$ cat config.mk
export PLATFORM = sky130hd
export DESIGN_NAME = add_serial_flat
export DESIGN_NICKNAME = d
export VERILOG_FILES = /design/src/rtl/add_serial_if.sv /design/src/rtl/add_serial.sv /design/src/flat_wrapper.sv
export SDC_FILE = /design/constraint.sdc
export NUM_CORES = 1
export LEC_CHECK = 0
export CAP_MARGIN = 20
export CELL_PAD_IN_SITES_DETAIL_PLACEMENT = 2
export CELL_PAD_IN_SITES_GLOBAL_PLACEMENT = 2
export CORE_MARGIN = 2
export CORE_UTILIZATION = 25
export DETAILED_ROUTE_END_ITERATION = 10
export PLACE_DENSITY_LB_ADDON = 0.1
export SLEW_MARGIN = 40
export SYNTH_ARGS = -nofsm -noshare
export SYNTH_HDL_FRONTEND = slang
export SYNTH_SLANG_ARGS = --single-unit
$ cat constraint.sdc
create_clock -name clk -period 3.9 [get_ports clk]
set_input_delay 0.585 -clock clk [delete_from_list [all_inputs] [get_ports clk]]
set_output_delay 0.585 -clock clk [all_outputs]
set_load 0.01 [all_outputs]
$ cat src/rtl/add_serial_if.sv
// Handshake/data bundle for the bit-serial adder add_serial.
// Optional build macro: ADD_SERIAL_OVF_EN adds the signed-overflow flag ovf.
interface add_serial_if #(
   parameter int WIDTH = 8
) ();
   logic             in_valid;
   logic             in_ready;
   logic [WIDTH-1:0] a;
   logic [WIDTH-1:0] b;
   logic             c_in;
   logic             out_valid;
   logic             out_ready;
   logic [WIDTH-1:0] sum;
   logic             c_out;
   logic             busy;
`ifdef ADD_SERIAL_OVF_EN
   logic             ovf;
`endif

   // producer/consumer side: supplies operands, takes results
   modport master (
      output in_valid, a, b, c_in, out_ready,
      input  in_ready, out_valid, sum, c_out, busy
`ifdef ADD_SERIAL_OVF_EN
      , input ovf
`endif
   );

   // adder side
   modport slave (
      input  in_valid, a, b, c_in, out_ready,
      output in_ready, out_valid, sum, c_out, busy
`ifdef ADD_SERIAL_OVF_EN
      , output ovf
`endif
   );
endinterface

$ cat src/rtl/add_serial.sv
// Bit-serial WIDTH-bit adder: operands enter over a valid/ready handshake and
// are fed LSB first through the 1-bit full-adder cell `add`, one bit per clock.
// Optional build macro: ADD_SERIAL_OVF_EN adds a registered two's-complement
// overflow flag (carry into MSB xor carry out of MSB).

// 1-bit full-adder cell
module add (
   input  logic c,
   input  logic a,
   input  logic b,
   output logic c_out,
   output logic sum
);
   assign sum   = a ^ b ^ c;
   assign c_out = (a & b) | (c & (a ^ b));
endmodule

// State table
//   state | meaning
//   IDLE  | waiting for operands, in_ready high
//   RUN   | one bit pair per clock through the cell, busy high
//   DONE  | result held on sum/c_out, out_valid high until out_ready
module add_serial #(
   parameter int WIDTH = 8
) (
   input logic         clk,
   input logic         rst_n,
   add_serial_if.slave bus
);
   localparam int CNT_W = $clog2(WIDTH + 1);
   localparam logic [CNT_W-1:0] CNT_LAST = CNT_W'(WIDTH - 1);

   typedef enum logic [1:0] {
      IDLE = 2'd0,
      RUN  = 2'd1,
      DONE = 2'd2
   } state_t;

   state_t           state_q;
   state_t           state_d;

   logic [WIDTH-1:0] opa_q;
   logic [WIDTH-1:0] opb_q;
   logic             carry_q;
   logic [CNT_W-1:0] cnt_q;
   logic [WIDTH-1:0] sum_sr_q;
   logic [WIDTH-1:0] sum_q;
   logic             cout_q;

   logic             in_ready_c;
   logic             busy_c;
   logic             out_valid_c;
   logic             accept;
   logic             run_step;
   logic             last_step;

   logic             cell_cout;
   logic             cell_sum;
   logic [WIDTH-1:0] sum_shift;

   add u_add (
      .c     (carry_q),
      .a     (opa_q[0]),
      .b     (opb_q[0]),
      .c_out (cell_cout),
      .sum   (cell_sum)
   );

   // sum register shifted right with the new cell bit entering at the MSB
   always_comb begin
      sum_shift            = sum_sr_q >> 1;
      sum_shift[WIDTH-1]   = cell_sum;
   end

   // state register
   always_ff @(posedge clk or negedge rst_n) begin
      if (!rst_n) state_q <= IDLE;
      else        state_q <= state_d;
   end

   // next-state and handshake outputs
   always_comb begin
      state_d     = state_q;
      in_ready_c  = 1'b0;
      busy_c      = 1'b0;
      out_valid_c = 1'b0;
      accept      = 1'b0;
      run_step    = 1'b0;
      last_step   = 1'b0;
      case (state_q)
         IDLE: begin
            in_ready_c = 1'b1;
            if (bus.in_valid) begin
               accept  = 1'b1;
               state_d = RUN;
            end
         end
         RUN: begin
            busy_c   = 1'b1;
            run_step = 1'b1;
            if (cnt_q == CNT_LAST) begin
               last_step = 1'b1;
               state_d   = DONE;
            end
         end
         DONE: begin
            out_valid_c = 1'b1;
            if (bus.out_ready) state_d = IDLE;
         end
         default: state_d = IDLE;
      endcase
   end

   // operand/carry/counter datapath
   always_ff @(posedge clk or negedge rst_n) begin
      if (!rst_n) begin
         opa_q    <= '0;
         opb_q    <= '0;
         carry_q  <= 1'b0;
         cnt_q    <= '0;
         sum_sr_q <= '0;
      end else if (accept) begin
         opa_q    <= bus.a;
         opb_q    <= bus.b;
         carry_q  <= bus.c_in;
         cnt_q    <= '0;
      end else if (run_step) begin
         opa_q    <= opa_q >> 1;
         opb_q    <= opb_q >> 1;
         carry_q  <= cell_cout;
         cnt_q    <= cnt_q + CNT_W'(1);
         sum_sr_q <= sum_shift;
      end
   end

   // result registers, updated only on the final RUN cycle
   always_ff @(posedge clk or negedge rst_n) begin
      if (!rst_n) begin
         sum_q  <= '0;
         cout_q <= 1'b0;
      end else if (last_step) begin
         sum_q  <= sum_shift;
         cout_q <= cell_cout;
      end
   end

`ifdef ADD_SERIAL_OVF_EN
   logic ovf_q;

   // carry_q holds the carry into the MSB during the final cycle
   always_ff @(posedge clk or negedge rst_n) begin
      if (!rst_n)         ovf_q <= 1'b0;
      else if (last_step) ovf_q <= carry_q ^ cell_cout;
   end

   assign bus.ovf = ovf_q;
`endif

   assign bus.in_ready  = in_ready_c;
   assign bus.busy      = busy_c;
   assign bus.out_valid = out_valid_c;
   assign bus.sum       = sum_q;
   assign bus.c_out     = cout_q;
endmodule

$ cat src/flat_wrapper.sv
// flat-port wrapper written by rule: the top's interface ports become plain ports
module add_serial_flat 
#(
   parameter int WIDTH = 8
)
  (clk, rst_n, bus_in_valid, bus_a, bus_b, bus_c_in, bus_out_ready, bus_in_ready, bus_out_valid, bus_sum, bus_c_out, bus_busy);
  add_serial_if #(.WIDTH(WIDTH)) bus_i ();
  input logic clk;
  input logic rst_n;
  input wire logic [$bits(bus_i.in_valid)-1:0] bus_in_valid;
  input wire logic [$bits(bus_i.a)-1:0] bus_a;
  input wire logic [$bits(bus_i.b)-1:0] bus_b;
  input wire logic [$bits(bus_i.c_in)-1:0] bus_c_in;
  input wire logic [$bits(bus_i.out_ready)-1:0] bus_out_ready;
  output wire logic [$bits(bus_i.in_ready)-1:0] bus_in_ready;
  output wire logic [$bits(bus_i.out_valid)-1:0] bus_out_valid;
  output wire logic [$bits(bus_i.sum)-1:0] bus_sum;
  output wire logic [$bits(bus_i.c_out)-1:0] bus_c_out;
  output wire logic [$bits(bus_i.busy)-1:0] bus_busy;
  assign bus_i.in_valid = bus_in_valid;
  assign bus_i.a = bus_a;
  assign bus_i.b = bus_b;
  assign bus_i.c_in = bus_c_in;
  assign bus_i.out_ready = bus_out_ready;
  assign bus_in_ready = bus_i.in_ready;
  assign bus_out_valid = bus_i.out_valid;
  assign bus_sum = bus_i.sum;
  assign bus_c_out = bus_i.c_out;
  assign bus_busy = bus_i.busy;
  add_serial #(.WIDTH(WIDTH)) u_core (.clk(clk), .rst_n(rst_n), .bus(bus_i));
endmodule
==> key figures <==
Placed design
  • DP Cell Count: 289
  • Port Buf Inserts: 32
  • HPWL Detailed: 2.794 mm
  • Dpl cell area: 2207 um^2
  • Final GP Congestion: 0.6725

Run status
  • Status: completed

Worst setup path
  • Crit path max fanout: 30
  • Critical path type: reg -> out
  • Reg2reg setup slack: 1.68 ns
  • WP data required: 3.31 ns
  • Crit-path cells: nand2b_4 > inv_4 > clkdlybuf4s50_1
  • Crit path buf inv count: 2
  • Critical path arrival: 1.98 ns
  • CP startpoint kind: flip-flop
  • Delay-heaviest family, CP: buffers and inverters
  • Critical path's slowest cell: clkdlybuf4s50_1
  • Worst setup EP type: output pin
  • Crit-path max cell delay: about 0.6 ns

Clocking
  • Clock slew at reported path FFs: 0.07 ns
  • CTS tree: built
  • Clock sink count: 39
  • Post-CTS setup buffer count: 0
  • Worst skew pair latency: between 0.2 and 0.3 ns
  • H-tree depth: 2
  • TritonCTS Buffers: 5
  • Post-CTS Resized: 0
  • Clock Tree Root: clkbuf_8
  • CTS hold repair buffers: 0
  • CTS max path bufs: 2

Finish
  • Most frequent cells in the layout: nand2_1 (55), dfrtp_1 (39), clkdlybuf4s50_1 (31)
  • Filler cell count: 806
  • Most common cell after layout, fill and taps aside: nand2_1
  • Area growth from synthesis to layout: 26.33%
  • Post-Layout Inst Area: roughly 2300 um^2
  • ANT cells: 0
  • Fin cells: approximately 300
  • Layout cells sized above 1: 21.72%
  • Layout Nets: 220

Timing
  • Setup TNS: 0 ns
  • Final setup viols: 0
  • Slew headroom: between 50% and 60%
  • Setup Skew: 0.003485 ns
  • Fin crit share: 65.87%
  • Tmin final: around 2.6 ns
  • Max frequency: between 300 and 400 MHz
  • Worst Tran Pin Value: 0.6737 ns
  • Hold Fails Final Rpt: 0
  • Final slew viol count: 0
  • RSZ-0062 raised after global routing: false

Floorplanning
  • Die area: 8017 um^2
  • Die Y: roughly 90 um
  • Row count: 31
  • Top Ports: 33
  • Starting Density: approximately 25%
  • Die width: between 80 and 90 um
  • CORE AREA: about 7200 um^2

Yosys
  • Cells after Synth: about 170
  • Yosys warns: 0
  • Seq/Total Area, Yosys: between 50% and 60%
  • Post-synthesis cell type count: 28
  • Syn Nets: 190
  • Flops & latches, synth: 39
  • Synthesized area: 1829 um^2
  • Synthesized area per cell: around 11 um^2

Global route
  • Vias in the first global route: between 1.5k and 2k
  • Global-route wire length before repair: 7.141 mm
  • Pin count of the biggest net entering global routing: 40
  • Remaining global-route overflow: 0
  • Total global-route track usage: 11.64%
  • Antenna violations before repair: 0

Power
  • Power Internal: about 1.1 mW
  • Clk pwr share: 16.7%
  • Switching power total: 670.1 uW
  • Static Leak: 1.004 nW
  • Worst vdd ir: 0.0002172 V
  • Power Dens Cells: 786.2 nW/um^2
  • Sw frac: 36.88%
  • Combinational Power Share: between 40% and 50%
  • Tot Pwr: 1.817 mW
  • Sequential fraction of design power: 40.2%

Routing
  • DRC viols: 0
  • Final ANT Viol Nets: 0
  • Routed Wire Length: 4.063 mm
  • Wirelength per Cell: 13.68 um
  • Vias: between 1k and 1.5k
  • Pre-antenna DRT Iters: 4
  • DR iter-0 viols: 24
  • Post-DR vias/cell: 4.387

Hold path
  • Worst min path class: in -> async

Job
  • Max-cap viol count: 0
## cell type report
class / count / area (um^2) / share of cell area, %
flip-flops and latches: 39 / 975.9 / 42.23
repair buffers: 33 / 325.3 / 14.08
clock buffers: 7 / 96.34 / 4.169
well taps: 99 / 123.9 / 5.360
clock inverters: 1 / 7.507 / 0.3249
inverters: 2 / 10.01 / 0.4331
multi-input cells: 116 / 772.0 / 33.41
## cells in the mapped netlist (all sizes together)
cell type / instances / area (um^2)
nor2: 13 / 71.31
nand2b: 1 / 13.76
ha: 1 / 12.51
nand3b: 2 / 15.01
a22oi: 3 / 22.52
nor3b: 1 / 7.510
and3b: 1 / 8.760
mux2: 9 / 135.1
buf: 8 / 63.80
a21o: 1 / 7.510
inv: 2 / 10.01
dfrtp: 39 / 975.9
o21ai: 2 / 10.01
nand4: 1 / 6.260
and4b: 1 / 10.01
mux2i: 1 / 10.01
clkbuf: 2 / 7.510
fa: 1 / 20.02
nor2b: 1 / 6.260
or3b: 1 / 8.760
nand2: 55 / 206.5
a31oi: 12 / 150.1
nand3: 9 / 50.05
## cell families after synthesis
family,after synthesis,share of synthesized area (%)
and+or+nand+nor,86,22.09
DFF,39,53.35
AOI/OAI and AO/OA,18,10.40
buffers and inverters,12,4.446
muxes,10,7.934
adders and majority gates,2,1.778
## power groups by stage
stage / registers (mW) / clock network (mW) / logic [mW]
after floorplan: 0.725 / 0 / 0.549
after global placement: 0.730 / 0 / 0.785
after detailed placement: 0.742 / 0 / 0.808
after CTS: 0.736 / 0.321 / 0.812
after global routing: 0.760 / 0.334 / 0.897
final: 0.730 / 0.303 / 0.784
## per-layer routing
metal,wire length (um),vias to the layer above,global-route usage [%]
met5,0,-,0
met4,24,0,3.664
met3,129,2,3.047
met2,2079,27,20.12
met1,1829,660,14.07
li1,-,614,-
## sequential cells by signal (all words and copies together), names as in the netlist
register          cells
u_core.bus.c_out      1
u_core.bus.sum        8
u_core.carry_q        1
u_core.cnt_q          4
u_core.opa_q          8
u_core.opb_q          8
u_core.state_q        2
u_core.sum_sr_q       7
## stage by stage
step,hold slack (ns),worst slack (ns),util (%)
detailed placement,0.4881,1.628,30.76
global route,0.2969,1.222,32.21
finish,0.2756,1.331,32.21
floorplan,0.2894,2.381,-
global placement,0.4747,1.641,30.72
CTS,0.2833,1.294,32.21
## path summary, 6_finish.rpt
| path | from | to | cells past startpoint |
|---|---|---|---|
| min in group clk | u_core.sum_sr_q[1]$_DFFE_PN0P_ | u_core.sum_sr_q[1]$_DFFE_PN0P_ | 2 |
| setup reg to reg | u_core.state_q[1]$_DFFE_PN0P_ | u_core.bus.c_out$_DFFE_PN0P_ | 4 |
| hold / removal | rst_n | u_core.bus.sum[0]$_DFFE_PN0P_ | 1 |
| hold reg to reg | u_core.sum_sr_q[1]$_DFFE_PN0P_ | u_core.sum_sr_q[1]$_DFFE_PN0P_ | 2 |
| max in group asynchronous | rst_n | u_core.carry_q$_DFFE_PN0P_ | 1 |
| setup / recovery | u_core.state_q[1]$_DFFE_PN0P_ | bus_busy | 3 |
No activity file was read; power rests on OpenSTA's default activity.
